File: config.mk
export PLATFORM = sky130hd
export DESIGN_NAME = mem_port_arbiter
export DESIGN_NICKNAME = d
export VERILOG_FILES = /design/src/rtl/mem_arb_pkg.sv /design/src/rtl/mem_arb_starve_ctr.sv /design/src/rtl/mem_port_arbiter.sv
export SDC_FILE = /design/constraint.sdc
export NUM_CORES = 1
export LEC_CHECK = 0
export CELL_PAD_IN_SITES_DETAIL_PLACEMENT = 1
export CELL_PAD_IN_SITES_GLOBAL_PLACEMENT = 1
export CORE_UTILIZATION = 34
export CTS_CLUSTER_SIZE = 8
export DETAILED_ROUTE_END_ITERATION = 7
export HOLD_SLACK_MARGIN = 0.02
export PLACE_DENSITY_LB_ADDON = 0.1
export SETUP_SLACK_MARGIN = 0.02
export SYNTH_ARGS = -nofsm -noshare
export SYNTH_HDL_FRONTEND = slang
export SYNTH_SLANG_ARGS = --single-unit
export TNS_END_PERCENT = 5
File: constraint.sdc
create_clock -name clk -period 8.8 [get_ports clk]
set_input_delay 1.32 -clock clk [delete_from_list [all_inputs] [get_ports clk]]
set_output_delay 1.32 -clock clk [all_outputs]
set_load 0.01 [all_outputs]
File: src/rtl/mem_arb_pkg.sv
// Shared definitions for the memory port arbiter.
//   arb_state_t : arbiter FSM state encoding
//   ADDR_W_DEF / DATA_W_DEF : default address and data widths
//   strb_w()    : byte-strobe width for a given data width
package mem_arb_pkg;

  localparam int ADDR_W_DEF = 32;
  localparam int DATA_W_DEF = 32;

  typedef enum logic [1:0] {
    IDLE    = 2'b00,
    IF_BUSY = 2'b01,
    D_BUSY  = 2'b10,
    RESP    = 2'b11
  } arb_state_t;

  function automatic int strb_w(input int data_w);
    return data_w / 8;
  endfunction

endpackage

File: src/rtl/mem_arb_starve_ctr.sv
// Fetch starvation guard: counts consecutive data grants made while a fetch
// is waiting, and forces the next grant to fetch once the limit is reached.
// Ports:
//   clk, rst   : clock, asynchronous active-high reset
//   if_req     : fetch request pending
//   d_req      : data request pending
//   arb_en     : arbiter is in IDLE this cycle (a grant happens at the edge
//                if any request is pending)
//   sel_fetch  : 1 = fetch wins the current arbitration, 0 = data wins
module mem_arb_starve_ctr #(
  parameter int MAX_D_STREAK = 4
) (
  input  logic clk,
  input  logic rst,
  input  logic if_req,
  input  logic d_req,
  input  logic arb_en,
  output logic sel_fetch
);

  localparam int CNT_W = $clog2(MAX_D_STREAK + 1);
  localparam logic [CNT_W-1:0] CNT_MAX = CNT_W'(MAX_D_STREAK);

  logic [CNT_W-1:0] streak_reg, streak_next;
  logic             grant;

  assign grant     = arb_en && (if_req || d_req);
  // Data wins unless fetch is alone or has waited out a full streak.
  assign sel_fetch = if_req && (!d_req || (streak_reg == CNT_MAX));

  always_comb begin
    streak_next = streak_reg;
    if (arb_en && !if_req) begin
      // No fetch waiting: nothing to count against.
      streak_next = '0;
    end else if (grant) begin
      if (sel_fetch) begin
        streak_next = '0;
      end else if (streak_reg != CNT_MAX) begin
        streak_next = streak_reg + 1'b1;
      end
    end
  end

  always_ff @(posedge clk or posedge rst) begin
    if (rst) begin
      streak_reg <= '0;
    end else begin
      streak_reg <= streak_next;
    end
  end

endmodule

File: src/rtl/mem_port_arbiter.sv
// Shares one memory port between instruction fetch and the load/store path.
// Data has priority; a streak counter guarantees fetch forward progress.
// Ports:
//   clk, rst                       : clock, asynchronous active-high reset
//   if_req/if_addr                 : fetch request, held until if_ack
//   if_rdata/if_ack                : fetch data + one-cycle completion
//   d_req/d_we/d_addr/d_wdata/d_wstrb : load/store request, held until d_ack
//   d_rdata/d_ack                  : load data + one-cycle completion
//   mem_req/mem_we/mem_addr/mem_wdata/mem_wstrb : memory request, held to mem_ack
//   mem_rdata/mem_ack              : memory response (ack is a 1-cycle pulse)
//   busy                           : arbiter not in IDLE
//   err                            : sticky, mem_ack seen with no access open
module mem_port_arbiter
  import mem_arb_pkg::*;
#(
  parameter int ADDR_W       = ADDR_W_DEF,
  parameter int DATA_W       = DATA_W_DEF,
  parameter int MAX_D_STREAK = 4
) (
  input  logic                      clk,
  input  logic                      rst,
  input  logic                      if_req,
  input  logic [ADDR_W-1:0]         if_addr,
  output logic [DATA_W-1:0]         if_rdata,
  output logic                      if_ack,
  input  logic                      d_req,
  input  logic                      d_we,
  input  logic [ADDR_W-1:0]         d_addr,
  input  logic [DATA_W-1:0]         d_wdata,
  input  logic [strb_w(DATA_W)-1:0] d_wstrb,
  output logic [DATA_W-1:0]         d_rdata,
  output logic                      d_ack,
  output logic                      mem_req,
  output logic                      mem_we,
  output logic [ADDR_W-1:0]         mem_addr,
  output logic [DATA_W-1:0]         mem_wdata,
  output logic [strb_w(DATA_W)-1:0] mem_wstrb,
  input  logic [DATA_W-1:0]         mem_rdata,
  input  logic                      mem_ack,
  output logic                      busy,
  output logic                      err
);

  localparam int STRB_W = strb_w(DATA_W);

  arb_state_t        state_reg, state_next;
  logic              sel_fetch;
  logic              arb_en;
  logic              grant;
  logic              win_d_reg;   // owner of the open access, needed in RESP
  logic              mem_we_reg;
  logic [ADDR_W-1:0] mem_addr_reg;
  logic [DATA_W-1:0] mem_wdata_reg;
  logic [STRB_W-1:0] mem_wstrb_reg, wstrb_next;
  logic [DATA_W-1:0] if_rdata_reg, d_rdata_reg;
  logic              err_reg;

  assign arb_en = (state_reg == IDLE);
  assign grant  = arb_en && (if_req || d_req);

  mem_arb_starve_ctr #(
    .MAX_D_STREAK(MAX_D_STREAK)
  ) u_starve_ctr (
    .clk      (clk),
    .rst      (rst),
    .if_req   (if_req),
    .d_req    (d_req),
    .arb_en   (arb_en),
    .sel_fetch(sel_fetch)
  );

  // A fetch never writes, so its strobes are forced low.
  generate
    for (genvar gi = 0; gi < STRB_W; gi++) begin : g_strb
      assign wstrb_next[gi] = d_wstrb[gi] & ~sel_fetch;
    end
  endgenerate

  always_comb begin
    state_next = state_reg;
    case (state_reg)
      IDLE: begin
        if (grant) begin
          state_next = sel_fetch ? IF_BUSY : D_BUSY;
        end
      end
      IF_BUSY, D_BUSY: begin
        if (mem_ack) begin
          state_next = RESP;
        end
      end
      // RESP always returns to IDLE, so a requester still holding req in
      // its ack cycle cannot be granted a second time.
      RESP:    state_next = IDLE;
      default: state_next = IDLE;
    endcase
  end

  always_ff @(posedge clk or posedge rst) begin
    if (rst) begin
      state_reg     <= IDLE;
      win_d_reg     <= 1'b0;
      mem_we_reg    <= 1'b0;
      mem_addr_reg  <= '0;
      mem_wdata_reg <= '0;
      mem_wstrb_reg <= '0;
      if_rdata_reg  <= '0;
      d_rdata_reg   <= '0;
      err_reg       <= 1'b0;
    end else begin
      state_reg <= state_next;
      if (grant) begin
        win_d_reg     <= ~sel_fetch;
        mem_addr_reg  <= sel_fetch ? if_addr : d_addr;
        mem_we_reg    <= ~sel_fetch & d_we;
        mem_wdata_reg <= sel_fetch ? '0 : d_wdata;
        mem_wstrb_reg <= wstrb_next;
      end
      if (mem_ack && (state_reg == IF_BUSY)) begin
        if_rdata_reg <= mem_rdata;
      end
      if (mem_ack && (state_reg == D_BUSY)) begin
        d_rdata_reg <= mem_rdata;
      end
      // An ack with no access open is a protocol error; it is only flagged.
      if (mem_ack && ((state_reg == IDLE) || (state_reg == RESP))) begin
        err_reg <= 1'b1;
      end
    end
  end

  assign mem_req   = (state_reg == IF_BUSY) || (state_reg == D_BUSY);
  assign mem_we    = mem_we_reg;
  assign mem_addr  = mem_addr_reg;
  assign mem_wdata = mem_wdata_reg;
  assign mem_wstrb = mem_wstrb_reg;
  assign if_ack    = (state_reg == RESP) && !win_d_reg;
  assign d_ack     = (state_reg == RESP) && win_d_reg;
  assign if_rdata  = if_rdata_reg;
  assign d_rdata   = d_rdata_reg;
  assign busy      = (state_reg != IDLE);
  assign err       = err_reg;

endmodule

### Word level (Yosys, flattened, before mapping)

Index checks and enable logic that the tools add are counted.

| word-level totals | value |
|---|---|
| register bits after elaboration | 140 |
| output and inout bits | 138 |
| latch bits | 0 |
| input port bits | 138 |
| RAM bits | 0 |
| memory bits (read-only) | 0 |
| memories | 0 |
| logic and storage cells | 56 |

| operators by class | value |
|---|---|
| mux-type cells | 10 |
| divide/modulo/power cells | 0 |
| equality and inequality tests | 7 |
| add/sub/neg operators | 1 |
| reduce and logical (&&, ||, !) cells | 22 |
| bitwise logic cells | 6 |
| $lt $le $gt $ge | 0 |
| multiply operators | 0 |
| shift-type cells | 0 |

Operators with widths:

| operator | number |
|---|---|
| $mux W32 | 2 |
| $mux W3 | 4 |
| $logic_and A1 B1 Y1 | 8 |
| $mux W2 | 3 |
| $pmux W2 S3 | 1 |
| $and A1 B1 Y1 | 5 |
| $eq A2 B2 Y1 const B | 2 |
| $logic_or A1 B1 Y1 | 4 |
| $ne A2 B2 Y1 const B | 2 |
| $reduce_and A2 Y1 | 2 |
| $reduce_bool A2 Y1 | 2 |
| $add A3 B1 Y3 const B | 1 |
| $eq A3 B3 Y1 const B | 1 |
| $logic_not A1 Y1 | 3 |
| $ne A3 B3 Y1 const B | 1 |
| $reduce_bool A3 Y1 | 1 |
| $eq A2 B1 Y1 const B | 1 |
| $logic_not A2 Y1 | 1 |
| $reduce_or A2 Y1 | 1 |
| $not A1 Y1 | 1 |

### Depth between registers and ports, before layout

| depth | value |
|---|---|
| depth after elaboration | 6 |
| depth in mapped cells | 8 |
| depth with buffers taken out | 5 |

### Hierarchy

Synthesis repeated with hierarchy kept, for this count alone.

| second synthesis, totals | value |
|---|---|
| cell total of the unflattened synthesis | 481 |
| area, all modules | 5859.4 um^2 |

Modules (own cells, without submodules):

| module | area each (um^2) | seq. area each (um^2) | cells each | times used |
|---|---|---|---|---|
| mem_port_arbiter | 5661.7 | 3428.3 | 461 | 1 |
| mem_arb_starve_ctr | 197.7 | 75.1 | 20 | 1 |

### Worst setup path after synthesis

Ideal clock, no wire load.

| path | value |
|---|---|
| path type | input -> register |
| from | input port if_req |
| to | register state_reg[1] |
| buffers on the path | 1 |
| required time | 8.672 ns |
| cell stages on the path | 3 |
| arrival | 2.179 ns |
| library setup time | 0.128 ns |
| path slack | 6.494 ns |
| cells stage by stage | clkbuf_1 > o32a_1 > mux2_1 |

| on the way | value |
|---|---|
| word-level cells in the longest chain between the ends | 4 |
| elaborated cells on any way between the ends | 8 |
| those cells by class | 1 x eq/ne; 3 x mux; 4 x reduce/logical |

RTL lines:

| element | RTL line | text |
|---|---|---|
| start, declared | mem_port_arbiter.sv:22 | `input logic if_req,` |
| $logic_and A1 B1 Y1 or $logic_or A1 B1 Y1 (tied branches) | mem_arb_starve_ctr.sv:29, mem_port_arbiter.sv:59 |  |
| $mux W2 or $logic_and A1 B1 Y1 (tied branches) | mem_port_arbiter.sv:84, mem_port_arbiter.sv:59 |  |
| $mux W2 or $ne A2 B2 Y1 (tied branches) | n/a |  |
| $pmux W2 S3 or $reduce_and A2 Y1 (tied branches) | n/a |  |
| end signal, assigned | mem_port_arbiter.sv:111 | `state_reg <= state_next;` |
| end, declared | mem_port_arbiter.sv:46 | `arb_state_t state_reg, state_next;` |

Parallel ways exist; a longest one is shown, timed or not. The select of a mux whose other input is x is not followed.
A chain may end at the register's enable or synchronous reset.

### Worst setup path after layout

| path | value |
|---|---|
| from | register state_reg[0] |
| to | output port busy |

| on the way | value |
|---|---|
| word-level cells in the longest chain between the ends | 1 |

RTL lines:

| element | RTL line | text |
|---|---|---|
| $reduce_bool A2 Y1 | mem_port_arbiter.sv:141 | `assign busy = (state_reg != IDLE);` |
| end, declared | mem_port_arbiter.sv:40 | `output logic busy,` |

No other way between the ends.

==> metrics.md <==
| Metric | Value |
|---|---|
| Status | finished clean |
| Post-route setup TNS | 0 ns |
| Cells on worst reg2reg path | 5 |
| Post-DRT Antenna Nets | 0 |
| GR Util All Layers | 0.211 |
| Worst hold path class | reg -> reg |
| Min Hold Slack | roughly 0.48 ns |
| Area growth from synthesis to layout | 60.4% |
| Worst-Margin Slew | around 1.2 ns |
| Clk slew on worst S/H paths | 0.06 ns |
| R2R setup slack | ~6 ns |
| Die W | 133 um |
| Longest Clk Path Bufs | 2 |
| Clock sink count | between 100 and 150 |
| Syn_area_per_cell | around 13 um2 |
| VDD IR-drop max | ~0.16 mV |
| Full die area | around 18,000 um2 |
| Clock Skews | about 0.014 ns |
| Hold Vio Cnt, Final | 0 |
| Final Core Density | 0.562 |
| CP required | between 7 and 8 ns |
| Slew margin rel. | 0.195 |
| Leading cell types in the layout, fill and taps excluded | clkdlybuf4s50_1 (275), dfrtp_1 (140), nand2_1 (70), mux2_1 (61), a22o_1 (37) |
| Port bufs | ~280 |
| Commonest non-fill, non-tap cell in the layout | clkdlybuf4s50_1 |
| Critical Path Start | state_reg[0] |
| Worst stage delay on the critical path | 0.53 ns |
| Vias | ~4,700 |
| Max-Cap Viols | 0 |
| Crit Reg-Reg Endpoint | mem_addr[30] |
| Critical Path End | busy |
| RR Startpoint | u_starve_ctr.streak_reg[0] |
| Starting Density | 0.351 |
| CTS tree | built |
| Via/cell ratio | between 5 and 6 |
| Final cell count without fillers | about 940 |
| Crit end category | output port |
| WL per Instance | roughly 19 um |
| Yosys cell types | 29 |
| Crit path kind | reg -> out |
| Fmax achieved | approximately 0.28 GHz |
| Final setup fails | 0 |
| Yosys warns | 0 |
| Largest net degree at the start of global routing | slightly below 100 |
| Worst Path Max Fanout | 45 |
| Htree depth | 4 |
| CP cell instances | inv_1 -> ha_1 -> buf_4 -> inv_1 -> clkdlybuf4s50_1 |
| CTS resizes | 0 |
| Dpl ws | a little under 5 ns |
| Total congestion overflow | 0 |
| Die height | between 100 and 150 um |
| DP HPWL | 12.5 mm |
| First-pass GRT wire length | between 20 and 30 mm |
| Final nets | around 850 |
| Drt drc | 0 |
| Yosys reg bits | 140 |
| # placed instances | 911 |
| Critical Path AT | around 2.2 ns |
| CORE AREA | 16,700 um2 |
| # rows | 47 |
| Cell mode on critical path | inv_1 |
| Crit-path slowest cell | clkdlybuf4s50_1 |
| Mapped Area | about 5900 um2 |
| # fillers | between 1,500 and 2,000 |
| PD cells | 366 nW/um2 |
| Top-level I/O count | 276 |
| Layout cells sized above 1 | 0.104 |
| Mapped Nets | 591 |
| N_diodes | 0 |
| RSZ-0062 raised after global routing | false |
| CTS Buf Count | 17 |
| WL final | between 15 and 20 mm |
| RD Place Congestion | about 0.76 |
| Slew Viols, Final | 0 |
| Initial antenna violation count | 0 |
| Fin crit share | 0.402 |
| Vias in the first global route | between 5,000 and 6,000 |
| Post-synthesis sequential area ratio | 0.598 |
| Synth Instances | about 450 |
| Hold_buf cts | 0 |
| Router iterations before antenna repair | 4 |
| DRT iter0 DRCs | 152 |
| Post-CTS Setup Bufs | 0 |
| CP startpoint kind | register |
| Leakage | 3.98 nW |
| Root Buffer | clkbuf_16 |
| Clock latency on the worst-skew pair | approximately 0.42 ns |
| Min cycle time layout | about 3.5 ns |
| Final WS setup | ~5.3 ns |
power by group:
part           leakage (nW)  internal, mW  switching, mW
logic                  1.97         0.875          0.680
clock network         0.303         0.465          0.277
registers              1.71         0.967          0.177
total                  3.98          2.31           1.13
cell type report:
class	count	area (um2)	share of cell area
clock buffer	20	457	0.0486
clock inverter	11	159	0.0169
inverter	7	31.3	0.00333
multi-input combinational	263	2170	0.231
sequential	140	3500	0.373
tap	220	275	0.0293
timing repair buffer	281	2800	0.298
worst min path at each step:
stage          depth (start not counted)     endpoint  slack [ns]        start
2_1_floorplan                          1    win_d_reg        0.46    win_d_reg
3_3_place_gp                           1          err        0.44          err
3_5_place_dp                           1          err        0.47          err
4_1_cts                                1          err        0.49          err
5_1_grt                                1  d_rdata[20]        0.50  d_rdata[20]
6_report                               1          err        0.48          err
worst max-delay path: cells and delay by family, from the launching register on:
family,cells,cell delay [ns]
buffers and inverters,4,1.23
DFF,1,0.40
adders and majority gates,1,0.16
cells by family (layout without fill, tap and decap cells):
family,count (synthesis),count (layout),synth area share
buffers and inverters,44,319,0.0359
muxes,68,68,0.130
adders and majority gates,6,6,0.0128
AOI/OAI and AO/OA,81,81,0.137
DFF,140,140,0.598
and+or+nand+nor,108,108,0.0853
cell usage after synthesis (all sizes together):
library cell | number | area [um2]
a31oi | 3 | 18.8
o21ai | 1 | 5.00
o21a | 1 | 7.51
and2 | 2 | 15.0
mux2i | 2 | 20.0
o22ai | 1 | 6.26
o2bb2ai | 1 | 8.76
a21bo | 1 | 10.0
a21boi | 1 | 7.51
inv | 7 | 26.3
nand3 | 1 | 5.00
clkbuf | 16 | 60.1
nor2b | 2 | 12.5
a22o | 37 | 324
mux2 | 66 | 743
ha | 6 | 75.1
o211ai | 32 | 390
nor2 | 1 | 3.75
o32a | 1 | 10.0
a21o | 2 | 15.0
buf | 21 | 124
nand4 | 32 | 200
nand2 | 70 | 263
dfrtp | 140 | 3500
per-stage QoR:
stage	cell area, um2	total power [mW]
final	9390	3.44
after global routing	9390	3.66
after CTS	9390	3.49
after detailed placement	8770	2.73
after global placement	8770	2.67
after floorplan	5850	1.83
layer usage:
| metal | vias up | GRT usage | share of wire |
|---|---|---|---|
| met1 | 2407 | 0.261 | 0.41 |
| met5 | - | 0 | 0 |
| met4 | 0 | 0.0663 | 0.013 |
| li1 | 2139 | - | - |
| met3 | 17 | 0.0525 | 0.057 |
| met2 | 170 | 0.361 | 0.52 |
(Power assumes the default switching activity.)
